File: config.mk
export PLATFORM = sky130hd
export DESIGN_NAME = topk_result_serializer_flat
export DESIGN_NICKNAME = d
export VERILOG_FILES = /design/src/rtl/topk_pkg.sv /design/src/rtl/topk_result_serializer_if.sv /design/src/rtl/topk_vec_fifo.sv /design/src/rtl/topk_result_serializer.sv /design/src/flat_wrapper.sv
export SDC_FILE = /design/constraint.sdc
export NUM_CORES = 1
export LEC_CHECK = 0
export CAP_MARGIN = 5
export CORE_MARGIN = 2
export CORE_UTILIZATION = 55
export CTS_BUF_LIST = sky130_fd_sc_hd__clkbuf_4 sky130_fd_sc_hd__clkbuf_8 sky130_fd_sc_hd__clkbuf_16
export DETAILED_ROUTE_END_ITERATION = 8
export GPL_ROUTABILITY_DRIVEN = 0
export PLACE_DENSITY = 0.76
export SLEW_MARGIN = 20
export SYNTH_ARGS = -nofsm -noshare
export SYNTH_HDL_FRONTEND = slang
export SYNTH_SLANG_ARGS = --single-unit
File: constraint.sdc
create_clock -name clk -period 9.2 [get_ports clk]
set_clock_uncertainty 0.15 [all_clocks]
set_input_delay 1.84 -clock clk [delete_from_list [all_inputs] [get_ports clk]]
set_output_delay 1.84 -clock clk [all_outputs]
set_load 0.02 [all_outputs]
File: src/rtl/topk_pkg.sv
// rtl/topk_pkg.sv - element type and serializer state shared with the partial sorter
package topk_pkg;

    localparam int DATA_W = 16;

    typedef logic signed [DATA_W-1:0] elem_t;

    typedef enum logic {
        S_IDLE = 1'b0,
        S_SEND = 1'b1
    } ser_state_e;

    // M=0 still needs a one-bit index so the port has a legal width
    function automatic int idx_width(input int m);
        return (m > 0) ? m : 1;
    endfunction

endpackage

File: src/rtl/topk_result_serializer_if.sv
// rtl/topk_result_serializer_if.sv - vector input strobe and element output stream
interface topk_result_serializer_if #(
    parameter int M = 3
);
    import topk_pkg::*;

    localparam int K     = 2 ** M;
    localparam int IDX_W = idx_width(M);

    logic                  in_valid;
    logic [K*DATA_W-1:0]   in_data;
    logic                  out_valid;
    logic                  out_ready;
    elem_t                 out_data;
    logic [IDX_W-1:0]      out_idx;
    logic                  out_last;

    modport master (
        output in_valid, in_data, out_ready,
        input  out_valid, out_data, out_idx, out_last
    );

    modport slave (
        input  in_valid, in_data, out_ready,
        output out_valid, out_data, out_idx, out_last
    );

endinterface

File: src/rtl/topk_vec_fifo.sv
// rtl/topk_vec_fifo.sv - DEPTH-entry vector FIFO; a push into a full FIFO lands only when a pop frees the slot
module topk_vec_fifo #(
    parameter int W     = 128,
    parameter int DEPTH = 4
) (
    input  logic                   clk,
    input  logic                   rst_n,
    input  logic                   i_push,
    input  logic [W-1:0]           i_push_data,
    input  logic                   i_pop,
    output logic [W-1:0]           o_head,
    output logic [$clog2(DEPTH):0] o_level,
    output logic                   o_full,
    output logic                   o_empty
);
    localparam int PTR_W = $clog2(DEPTH);
    localparam int LVL_W = PTR_W + 1;
    localparam logic [LVL_W-1:0] FULL_LVL = LVL_W'(DEPTH);

    logic [W-1:0]       r_mem [DEPTH];
    logic [PTR_W-1:0]   r_wr_ptr;
    logic [PTR_W-1:0]   r_rd_ptr;
    logic [LVL_W-1:0]   r_count;
    logic               w_wr;

    assign o_full  = (r_count == FULL_LVL);
    assign o_empty = (r_count == '0);
    assign w_wr    = i_push && (!o_full || i_pop);
    assign o_head  = r_mem[r_rd_ptr];
    assign o_level = r_count;

    always_ff @(posedge clk) begin
        if (w_wr) begin
            r_mem[r_wr_ptr] <= i_push_data;
        end
    end

    always_ff @(posedge clk or negedge rst_n) begin
        if (!rst_n) begin
            r_wr_ptr <= '0;
            r_rd_ptr <= '0;
            r_count  <= '0;
        end else begin
            if (w_wr) begin
                r_wr_ptr <= r_wr_ptr + 1'b1;
            end
            if (i_pop) begin
                r_rd_ptr <= r_rd_ptr + 1'b1;
            end
            case ({w_wr, i_pop})
                2'b10:   r_count <= r_count + 1'b1;
                2'b01:   r_count <= r_count - 1'b1;
                default: r_count <= r_count;
            endcase
        end
    end

endmodule

File: src/rtl/topk_result_serializer.sv
// rtl/topk_result_serializer.sv - buffers top-K vectors and streams them one element per handshake
// Optional drop counter output enabled by TOPK_SER_DROP_COUNT_EN.
module topk_result_serializer
    import topk_pkg::*;
#(
    parameter int M     = 3,
    parameter int DEPTH = 4
) (
    input  logic                      clk,
    input  logic                      rst_n,
    topk_result_serializer_if.slave   bus,
    input  logic                      ovf_clr,
    output logic [$clog2(DEPTH):0]    level,
    output logic                      overflow
`ifdef TOPK_SER_DROP_COUNT_EN
    ,
    output logic [15:0]               drop_count
`endif
);
    localparam int K     = 2 ** M;
    localparam int IDX_W = idx_width(M);
    localparam int LVL_W = $clog2(DEPTH) + 1;
    localparam logic [IDX_W-1:0] LAST_IDX = IDX_W'(K - 1);
    localparam logic [LVL_W-1:0] ONE_LVL  = LVL_W'(1);

    ser_state_e             r_state;
    logic [IDX_W-1:0]       r_idx;
    logic                   r_overflow;

    logic [K*DATA_W-1:0]    w_head;
    logic [LVL_W-1:0]       w_level;
    logic                   w_full;
    logic                   w_empty;
    logic                   w_send;
    logic                   w_pop;
    logic                   w_drop;

    assign w_send = (r_state == S_SEND);
    assign w_pop  = w_send && bus.out_ready && (r_idx == LAST_IDX);
    assign w_drop = bus.in_valid && w_full && !w_pop;

    topk_vec_fifo #(
        .W     (K * DATA_W),
        .DEPTH (DEPTH)
    ) u_fifo (
        .clk         (clk),
        .rst_n       (rst_n),
        .i_push      (bus.in_valid),
        .i_push_data (bus.in_data),
        .i_pop       (w_pop),
        .o_head      (w_head),
        .o_level     (w_level),
        .o_full      (w_full),
        .o_empty     (w_empty)
    );

    // Leave SEND only when the last element of the last stored vector goes out and nothing arrives alongside it
    always_ff @(posedge clk or negedge rst_n) begin
        if (!rst_n) begin
            r_state    <= S_IDLE;
            r_idx      <= '0;
            r_overflow <= 1'b0;
        end else begin
            case (r_state)
                S_IDLE: begin
                    if (bus.in_valid || !w_empty) begin
                        r_state <= S_SEND;
                    end
                end
                S_SEND: begin
                    if (bus.out_ready) begin
                        if (r_idx == LAST_IDX) begin
                            r_idx <= '0;
                            if (w_level == ONE_LVL && !bus.in_valid) begin
                                r_state <= S_IDLE;
                            end
                        end else begin
                            r_idx <= r_idx + 1'b1;
                        end
                    end
                end
                default: r_state <= S_IDLE;
            endcase

            if (w_drop) begin
                r_overflow <= 1'b1;
            end else if (ovf_clr) begin
                r_overflow <= 1'b0;
            end
        end
    end

`ifdef TOPK_SER_DROP_COUNT_EN
    logic [15:0] r_drop_count;

    always_ff @(posedge clk or negedge rst_n) begin
        if (!rst_n) begin
            r_drop_count <= '0;
        end else if (ovf_clr) begin
            r_drop_count <= {15'd0, w_drop};
        end else if (w_drop && r_drop_count != 16'hFFFF) begin
            r_drop_count <= r_drop_count + 16'd1;
        end
    end

    assign drop_count = r_drop_count;
`endif

    assign bus.out_valid = w_send;
    assign bus.out_data  = w_send ? elem_t'(w_head[r_idx*DATA_W +: DATA_W]) : '0;
    assign bus.out_idx   = r_idx;
    assign bus.out_last  = w_send && (r_idx == LAST_IDX);
    assign level         = w_level;
    assign overflow      = r_overflow;

endmodule

File: src/flat_wrapper.sv
// flat-port wrapper written by rule: the top's interface ports become plain ports
module topk_result_serializer_flat import topk_pkg::*;
#(
    parameter int M     = 3,
    parameter int DEPTH = 4
)
  (clk, rst_n, ovf_clr, level, overflow, bus_in_valid, bus_in_data, bus_out_ready, bus_out_valid, bus_out_data, bus_out_idx, bus_out_last);
  topk_result_serializer_if #(.M(M)) bus_i ();
  input  logic clk;
  input  logic rst_n;
  input  logic ovf_clr;
  output logic [$clog2(DEPTH):0] level;
  output logic overflow;
  input wire logic [$bits(bus_i.in_valid)-1:0] bus_in_valid;
  input wire logic [$bits(bus_i.in_data)-1:0] bus_in_data;
  input wire logic [$bits(bus_i.out_ready)-1:0] bus_out_ready;
  output wire logic [$bits(bus_i.out_valid)-1:0] bus_out_valid;
  output wire logic [$bits(bus_i.out_data)-1:0] bus_out_data;
  output wire logic [$bits(bus_i.out_idx)-1:0] bus_out_idx;
  output wire logic [$bits(bus_i.out_last)-1:0] bus_out_last;
  assign bus_i.in_valid = bus_in_valid;
  assign bus_i.in_data = bus_in_data;
  assign bus_i.out_ready = bus_out_ready;
  assign bus_out_valid = bus_i.out_valid;
  assign bus_out_data = bus_i.out_data;
  assign bus_out_idx = bus_i.out_idx;
  assign bus_out_last = bus_i.out_last;
  topk_result_serializer #(.M(M), .DEPTH(DEPTH)) u_core (.clk(clk), .rst_n(rst_n), .bus(bus_i), .ovf_clr(ovf_clr), .level(level), .overflow(overflow));
endmodule
### Word-level counts from Yosys, hierarchy flattened

Memory sizes are Yosys's and may differ from the RTL's.
Cells that the tools add are included.

| word-level totals | value |
|---|---|
| register bits | 12 |
| RAM bits | 512 |
| bits of input ports | 133 |
| output and inout port bits | 25 |
| memories kept | 1 |

Memory list:

| name | depth | width | read ports | clocked after Yosys merged registers in | write ports | RTL line | RTL |
|---|---|---|---|---|---|---|---|
| u_core.u_fifo.r_mem | 4 | 128 | 1 | 0 | 1 | topk_vec_fifo.sv:20 | `logic [W-1:0] r_mem [DEPTH];` |

| operators by class | value |
|---|---|
| $add $sub $neg | 5 |
| equal/unequal tests | 5 |
| shift operators | 1 |
| mux-type cells | 12 |
| bitwise operators | 1 |
| reductions and logical operators | 17 |

Operators with widths:

| cell | count |
|---|---|
| $shiftx A128 B8 Y16 | 1 |
| $mux W16 | 1 |
| $mux W1 | 8 |
| $logic_and A1 B1 Y1 | 7 |
| $add A3 B1 Y3 const B | 2 |
| $eq A3 B3 Y1 const B | 2 |
| $pmux W3 S2 | 1 |
| $add A2 B1 Y2 const B | 2 |
| $logic_not A1 Y1 | 4 |
| $reduce_bool A2 Y1 | 2 |
| $eq A3 B1 Y1 const B | 1 |
| $logic_not A3 Y1 | 1 |
| $mux W3 | 1 |
| $sub A3 B1 Y3 const B | 1 |
| $eq A2 B1 Y1 const B | 1 |
| $eq A2 B2 Y1 const B | 1 |
| $logic_or A1 B1 Y1 | 2 |
| $pmux W1 S2 | 1 |
| $reduce_and A2 Y1 | 1 |
| $not A1 Y1 | 1 |

### Logic depth before layout (Yosys ltp)

Gate-level depths: netlist of the first run.

| logic depth | value |
|---|---|
| word-level depth | 6 |
| mapped depth | 8 |
| depth with buffers taken out | 6 |

### Cells and area by module

From an unflattened synthesis of the first run, not the netlist that was laid out.

| second synthesis, totals | value |
|---|---|
| cell total of the unflattened synthesis | 806 |
| area, all modules | 20,198.1 µm² |

Modules (own cells, without submodules):

| module | instances | cells each | area each (µm²) | seq. area each (µm²) |
|---|---|---|---|---|
| topk_vec_fifo | 1 | 710 | 18,918.1 | 15,549.9 |
| topk_result_serializer | 1 | 96 | 1,280.0 | 125.1 |

### Worst setup path after synthesis of the first run

Ideal clock, no wire load.

| timing | value |
|---|---|
| kind | input port to flip-flop |
| start point | in bus_out_ready |
| end point | mem u_core.u_fifo.r_mem[0][0] (enable) |
| library setup time | 0.502 ns |
| data arrival time | 5.475 ns |
| setup slack | 3.073 ns |
| cell stages on the path | 3 |
| path buffers | 0 |
| cell sequence | nand3_1 a31oi_2 and2_1 |

| between the ends | value |
|---|---|
| cells in the longest elaborated chain, start to end | 6 |

Ends and longest elaborated chain:

| item | RTL line | RTL |
|---|---|---|
| from (decl) | flat_wrapper.sv:16 | `input wire logic [$bits(bus_i.out_ready)-1:0] bus_out_ready;` |
| $logic_and A1 B1 Y1 (2 in a row) | topk_result_serializer.sv:39 | `assign w_pop = w_send && bus.out_ready && (r_idx == LAST_IDX);` |
| $logic_or A1 B1 Y1 | topk_vec_fifo.sv:28 | `assign w_wr = i_push && (!o_full \|\| i_pop);` |
| $logic_and A1 B1 Y1 | topk_vec_fifo.sv:28 |  |
| $mux W1 | topk_vec_fifo.sv:33 | `if (w_wr) begin` |
| $mux W1 (implied by the code) | topk_vec_fifo.sv:34 | `r_mem[r_wr_ptr] <= i_push_data;` |
| to (decl) | topk_vec_fifo.sv:20 |  |

No other way between the ends.

### Worst setup path in the final report of the first run

| timing | value |
|---|---|
| start point | reg u_core.u_fifo.r_rd_ptr[0] |
| end point | out bus_out_data[5] |

| between the ends | value |
|---|---|
| cells in the longest elaborated chain, start to end | 3 |

Ends and longest elaborated chain:

| item | RTL line | RTL |
|---|---|---|
| from (decl) | topk_vec_fifo.sv:22 | `logic [PTR_W-1:0] r_rd_ptr;` |
| from (signal assigned) | topk_vec_fifo.sv:48 | `r_rd_ptr <= r_rd_ptr + 1'b1;` |
| $mem_v2 Z4 W128 | - |  |
| $shiftx A128 B8 Y16 | topk_result_serializer.sv:110 | `assign bus.out_data = w_send ? elem_t'(w_head[r_idx*DATA_W +: DATA_W]) : '0;` |
| $mux W16 | topk_result_serializer.sv:110 |  |
| to (decl) | flat_wrapper.sv:18 | `output wire logic [$bits(bus_i.out_data)-1:0] bus_out_data;` |

No other way between the ends.

==> results of run 1 <==
[cells by family (layout without fill, tap and decap cells)]
logic type | after synthesis | after routing | synth area share, %
buffers and inverters | 57 | 274 | 1.70
multiplexers | 177 | 177 | 15.9
XOR/XNOR | 4 | 4 | 0.173
AND/OR/NAND/NOR | 34 | 34 | 0.847
adder cells (fa/ha/maj) | 11 | 11 | 0.680
other | 0 | 8 | 0
flip-flops | 524 | 524 | 77.5
AO/OA/AOI/OAI | 90 | 90 | 3.24
[cell usage in the layout, fill, tap and decap left out, types with 9 or more instances in the layout]
cell,instances
bufinv_16,11
clkdlybuf4s50_1,157
mux2i_1,32
mux2_2,33
nand2_1,11
a221oi_1,13
a31oi_1,16
clkbuf_16,52
o221ai_1,16
dfrtp_1,10
o21ai_1,9
mux4_2,112
clkbuf_4,11
ha_1,11
edfxtp_1,512
buf_4,15
a22oi_1,16
clkinv_1,11
[registers in the layout, summed over array words and instances, names as in the netlist]
name / flops
u_core.bus.out_valid: 1
u_core.u_fifo.r_rd_ptr: 2
u_core.u_fifo.r_mem: 512
u_core.u_fifo.r_wr_ptr: 2
u_core.u_fifo.o_level: 3
u_core.overflow: 1
u_core.bus.out_idx: 3
[metal layers]
| metal | vias to the layer above | part of all wire (%) |
|---|---|---|
| met4 | 10 | 2.7 |
| met2 | 403 | 49 |
| met5 | - | 0.15 |
| li1 | 4191 | - |
| met3 | 76 | 8.3 |
| met1 | 5090 | 40 |
[through the flow]
| step | area [µm²] | instances | total power [mW] | hold WS, ns |
|---|---|---|---|---|
| after floorplan | 20200 | 897 | 4.96 | 0.430 |
| after global placement | 22200 | 1489 | 5.68 | 0.361 |
| after detailed placement | 22200 | 1489 | 5.73 | 0.407 |
| after CTS | 24000 | 1582 | 7.96 | 0.416 |
| after global routing | 24100 | 1588 | 8.20 | 0.453 |
| final | 24100 | 1590 | 7.88 | 0.404 |
[worst max-delay path by stage]
stage / cells after the start / startpoint / slack, ns / end
floorplan: 3 / bus_out_ready / 3.07 / u_core.u_fifo.r_mem[0][0]
global placement: 5 / bus_out_ready / 3.57 / u_core.u_fifo.r_mem[1][127]
detailed placement: 5 / bus_out_ready / 3.51 / u_core.u_fifo.r_mem[1][115]
CTS: 6 / u_core.u_fifo.r_rd_ptr[0] / 3.07 / bus_out_data[5]
global route: 6 / u_core.u_fifo.r_rd_ptr[0] / 2.92 / bus_out_data[5]
finish: 6 / u_core.u_fifo.r_rd_ptr[0] / 3.18 / bus_out_data[5]
[area by class of cell]
class | count | area, µm² | area share [%]
antenna | 8 | 20.0 | 0.0832
inverter | 8 | 30.0 | 0.125
sequential | 524 | 15700 | 65.2
timing repair buffer | 173 | 1700 | 7.08
clock buffer | 63 | 1380 | 5.75
clock inverter | 30 | 433 | 1.80
multi-input combinational | 316 | 4220 | 17.6
tap | 468 | 586 | 2.43
[worst register-to-register path: stages, from the launching register on]
cell     delay (ns)
dfrtp_1        1.08
nand3_1        0.52
a31oi_2        0.58
and2_4         0.92
buf_4          0.93
[report_power, final]
part           leakage [nW]  internal (mW)  total [mW]  switching [mW]
Sequential             4.83           3.15        3.33           0.178
Combinational          2.05           1.04        2.32            1.28
Clock                 0.896           1.38        2.22           0.847
Total                  7.77           5.57        7.88            2.31
==> results.toml, run 1 <==
[synth]
synth.distinct_cells = 40
yosysTopAreaCell = "edfxtp_1"
syn_inst = 897
ys_seq_elements = 524
synth_area_mm2 = 0.0202
yosys.area.top_type_share_pct = 76.0
ys_seq_area_share_pct = 77.5
synth_warnings = 0
synth_edf_count = 512
async_flop_share_pct = 2.29
synthTopCellsByArea = "edfxtp_1 76%, mux4_2 12%, mux2_2 1.8%"
synth_ff_type = "edfxtp_1"
syn-mean-instance-area_um2 = 22.6
syn_nets = 1041
yosysMostFrequentCell = "edfxtp_1"
synthTopCellsByCount = "512 x edfxtp_1, 112 x mux4_2, 33 x mux2_2"

[critical_path]
path_delay_family = "buffers and inverters"
r2r_start = "u_core.bus.out_valid"
crit_path_top_delay_cell = "dfrtp_4"
cp-start-kind = "register"
endpoint_kind = "primary output"
critical_path_required_ns = 7.21
crit_type = "register to primary output"
reg2reg_to = "u_core.u_fifo.r_mem[1][96]"
path_cells = "buf_4 > mux4_2 > mux2_2 > o221ai_1 > a31oi_1 > clkdlybuf4s50_1"
crit_fanout = 31
cp.arrival_ns = 4.03
reg2reg_depth = 4
critPathMaxStageDelay_ns = 0.78
reg2reg_slack_ns = 4.62
path_buf_inv = 2

[floorplan]
start_util_pct = 55.5
core_mm2 = 0.0364
ioPinCount = 158
die_w_um = 196
rows = 70
fp.dieH_um = 196
die-area_mm2 = 0.0383

[sta]
fin_crit_ns = 6.02
tns_ns = 0
finalSetupViolations = 0
slew_viol_final = 0
hold_violations = 0
relSlewSlack_pct = 25.5
worst_slack_ns = 3.18
fin_crit_sh_pct = 65.5
clock.fmax_mhz = 166
worst_slew_pin_slew_ns = 1.12
rsz0062_at_grt = "no"

[grt]
top_usage_layer = "met2"
grt_pass1_wl_um = 62600
grt_pass1_vias = 10100
use_met2_pct = 35.5
grt_max_degree = 91
groute.usage.overall_pct = 22.4
antenna_found_initial = 12
met3_usage_pct = 5.47
grt-ovfl-total = 0
met1_usage_pct = 30.8

[cts]
clock_path_buffers = 3
cts_tree = "built"
cts_sinks = 524
insertion_delay_ns = 0.55
path_clk_slew_ns = 0.06
cts.hold.buffers_added = 0
cts_buffers = 52
ctsResizeCount = 0
htree_levels = 2
cts_root_buf = "clkbuf_16"
postCtsSetupBuffers = 0

[routing]
via_per_inst = 6.14
wl_per_cell_um = 26.7
firstDrtPassIters = 5
dr_total_vias = 9770
wl_um = 42400
drt_iter0_markers = 869
drc_errors = 0
ant_nets = 0

[run]
max_cap_viol_count = 0

[final_layout]
finish.utilization_pct = 66.0
fillers = 2344
drive_gt1_share_pct = 22.6
areaGrowthSynthToFinish_pct = 18.9
nets = 1219

[status]
outcome = "complete, no violations"

[hold_path]
hold_path_class = "register to register"
min_to = "u_core.overflow"
worstHoldStart = "u_core.overflow"
holdPathStages = 2

[placement]
hpwl_um = 25500
port_buffers = 157
pre_cts_slack_ns = 3.51

[pwr]
peakVddDrop_uv = 218
cellPowerDensity_mw_per_mm2 = 327
p_leak_nw = 7.77
Note: power is estimated with default switching activity, not from simulation.
==> run 2: changes to the inputs <==
Clock period 9.2 ns to 5.6 ns, I/O delays scaled along.
==> run 2 against run 1 <==
  * Sequential share of layout area hardly changed
  * Die area unchanged
  * Worst hold slack got worse by 0.020 ns
  * Via count is 1.8% higher
  * Register-to-register slack got worse by 3.0 ns
  * Core utilization about the same
  * Count of clock-buffer cells in the layout is the same
  * Wire length grew 1.8%
  * Clock power rose by 49%
  * Final area barely moved
==> results.toml, run 2 (synthesis gave the netlist of run 1 again) <==
[grt]
grt_pass1_wl_um = 63300
antenna_found_initial = 6
grt_max_degree = 115
groute.usage.overall_pct = 22.7
grt-ovfl-total = 0
grt_pass1_vias = 10100

[hold_path]
min_to = "u_core.overflow"
holdPathStages = 2
worstHoldStart = "u_core.overflow"
hold_path_class = "register to register"

[pwr]
pwr-share-seq_pct = 42.8
p_total_mw = 12.8
p_sw_share_pct = 30.4
p_int_mw = 8.88
power_frac_comb_pct = 31.2
peakVddDrop_uv = 422
clkPwrFrac_pct = 26.0
cellPowerDensity_mw_per_mm2 = 530
p_leak_nw = 7.78
p_switching_mw = 3.87

[cts]
clock_path_buffers = 3
cts.hold.buffers_added = 0
cts_tree = "built"
cts_root_buf = "clkbuf_16"
cts_buffers = 51
path_clk_slew_ns = 0.06
ctsResizeCount = 0
insertion_delay_ns = 0.56
htree_levels = 2
postCtsSetupBuffers = 0
cts_sinks = 524

[floorplan]
die_w_um = 196
start_util_pct = 55.5
die-area_mm2 = 0.0383
ioPinCount = 158
fp.dieH_um = 196
core_mm2 = 0.0364
rows = 70

[critical_path]
cp-start-kind = "register"
critPathMaxStageDelay_ns = 0.86
reg2reg_depth = 7
crit_fanout = 33
reg2reg_to = "u_core.u_fifo.r_mem[1][105]"
cp.arrival_ns = 3.78
crit_path_top_delay_cell = "dfrtp_4"
reg2reg_slack_ns = 1.60
critical_path_required_ns = 4.33
path_delay_family = "buffers and inverters"
path_buf_inv = 2
r2r_start = "u_core.bus.out_idx[1]"
endpoint_kind = "primary output"
path_cells = "buf_12 > mux4_2 > mux2_2 > o221ai_1 > a31oi_1 > clkdlybuf4s50_1"
crit_type = "register to primary output"

[routing]
via_per_inst = 6.22
met3WireLength_um = 3440
ant_nets = 0
firstDrtPassIters = 5
wl_met2_um = 21400
dr_total_vias = 9945
wl_per_cell_um = 27.0
wl_um = 43200
drt_iter0_markers = 939
drt-met1-wl_um = 17400
dr.max_layer_used = "met5"
drc_errors = 0

[final_layout]
fillers = 2343
finish.utilization_pct = 66.0
regMostFlops = "u_core.u_fifo.r_mem"
final_cell_mix = "512 x edfxtp_1, 157 x clkdlybuf4s50_1, 112 x mux4_2, 52 x clkbuf_16, 33 x mux2_2"
areaGrowthSynthToFinish_pct = 18.9
nets = 1229
drive_gt1_share_pct = 23.5
largest_register_ffs = 512
final_common_cell = "edfxtp_1"

[sta]
relSlewSlack_pct = 31.3
clock.fmax_mhz = 198
fin_crit_ns = 5.05
worst_slew_pin_slew_ns = 1.03
finalSetupViolations = 0
slew_viol_final = 0
worst_slack_ns = 0.555
fin_crit_sh_pct = 90.1
tns_ns = 0
holdWs_ns = 0.384
hold_violations = 0
rsz0062_at_grt = "no"

[placement]
pre_cts_slack_ns = 1.16
hpwl_um = 27000
port_buffers = 157

[run]
max_cap_viol_count = 0

[status]
outcome = "complete, no violations"
==> run 2: cell types whose count changed in the layout (fill, tap and decap cells not counted), sizes merged <==
cell	delta
buf	+11
bufinv	-8
clkinv	+10
clkinvlp	+1
diode	-4
==> run 2: worst max path at each step <==
stage,startpoint,to,slack (ns),cells past startpoint
final,u_core.u_fifo.r_rd_ptr[0],bus_out_data[4],0.55,6
after global routing,u_core.u_fifo.r_rd_ptr[0],bus_out_data[4],0.35,6
after CTS,u_core.u_fifo.r_rd_ptr[0],bus_out_data[4],0.53,6
after detailed placement,u_core.u_fifo.r_rd_ptr[0],bus_out_data[13],1.16,7
after global placement,u_core.u_fifo.r_rd_ptr[0],bus_out_data[4],1.19,6
after floorplan,bus_out_ready,u_core.u_fifo.r_mem[2][0],0.19,3
==> run 2: metal layers <==
metal  vias to the layer above  GRT usage, %
met3                        71          5.57
met4                         4          6.00
li1                       4216             -
met5                         -             0
met1                      5229          31.2
met2                       425          37.2
==> run 2: through the flow <==
stage | instances | cell area [µm²]
after floorplan | 897 | 20200
after global placement | 1500 | 22400
after detailed placement | 1500 | 22400
after CTS | 1596 | 24000
after global routing | 1596 | 24000
final | 1600 | 24100
==> run 2: layout make-up <==
cell class / instances / area [µm²] / share of cell area, %
Antenna cell: 4 / 10.0 / 0.0416
Clock buffer: 63 / 1400 / 5.81
Clock inverter: 33 / 243 / 1.01
Inverter: 8 / 30.0 / 0.125
Multi-Input combinational cell: 316 / 4230 / 17.6
Sequential cell: 524 / 15700 / 65.2
Tap cell: 468 / 586 / 2.43
Timing Repair Buffer: 184 / 1870 / 7.79
==> run 2: tightest hold or removal path, delay by kind of cell (launching register included) <==
kind,cells,cell delay (ns)
compound gates,1,0.06
buf+inv,1,0.05
flops,1,0.38
==> run 2: power groups by stage <==
stage,combinational (mW),sequential [mW],clock (mW)
CTS,4.02,5.47,3.35
floorplan,2.65,5.50,0
global placement,3.97,5.50,0
finish,3.98,5.46,3.31
detailed placement,4.01,5.55,0
global route,4.22,5.52,3.50
==> run 3: changes to the inputs <==
Settings changed: CAP_MARGIN 5 to 20.
==> results of run 3 <==
The final DEF is identical to that of run 2; final timing and power are the same.
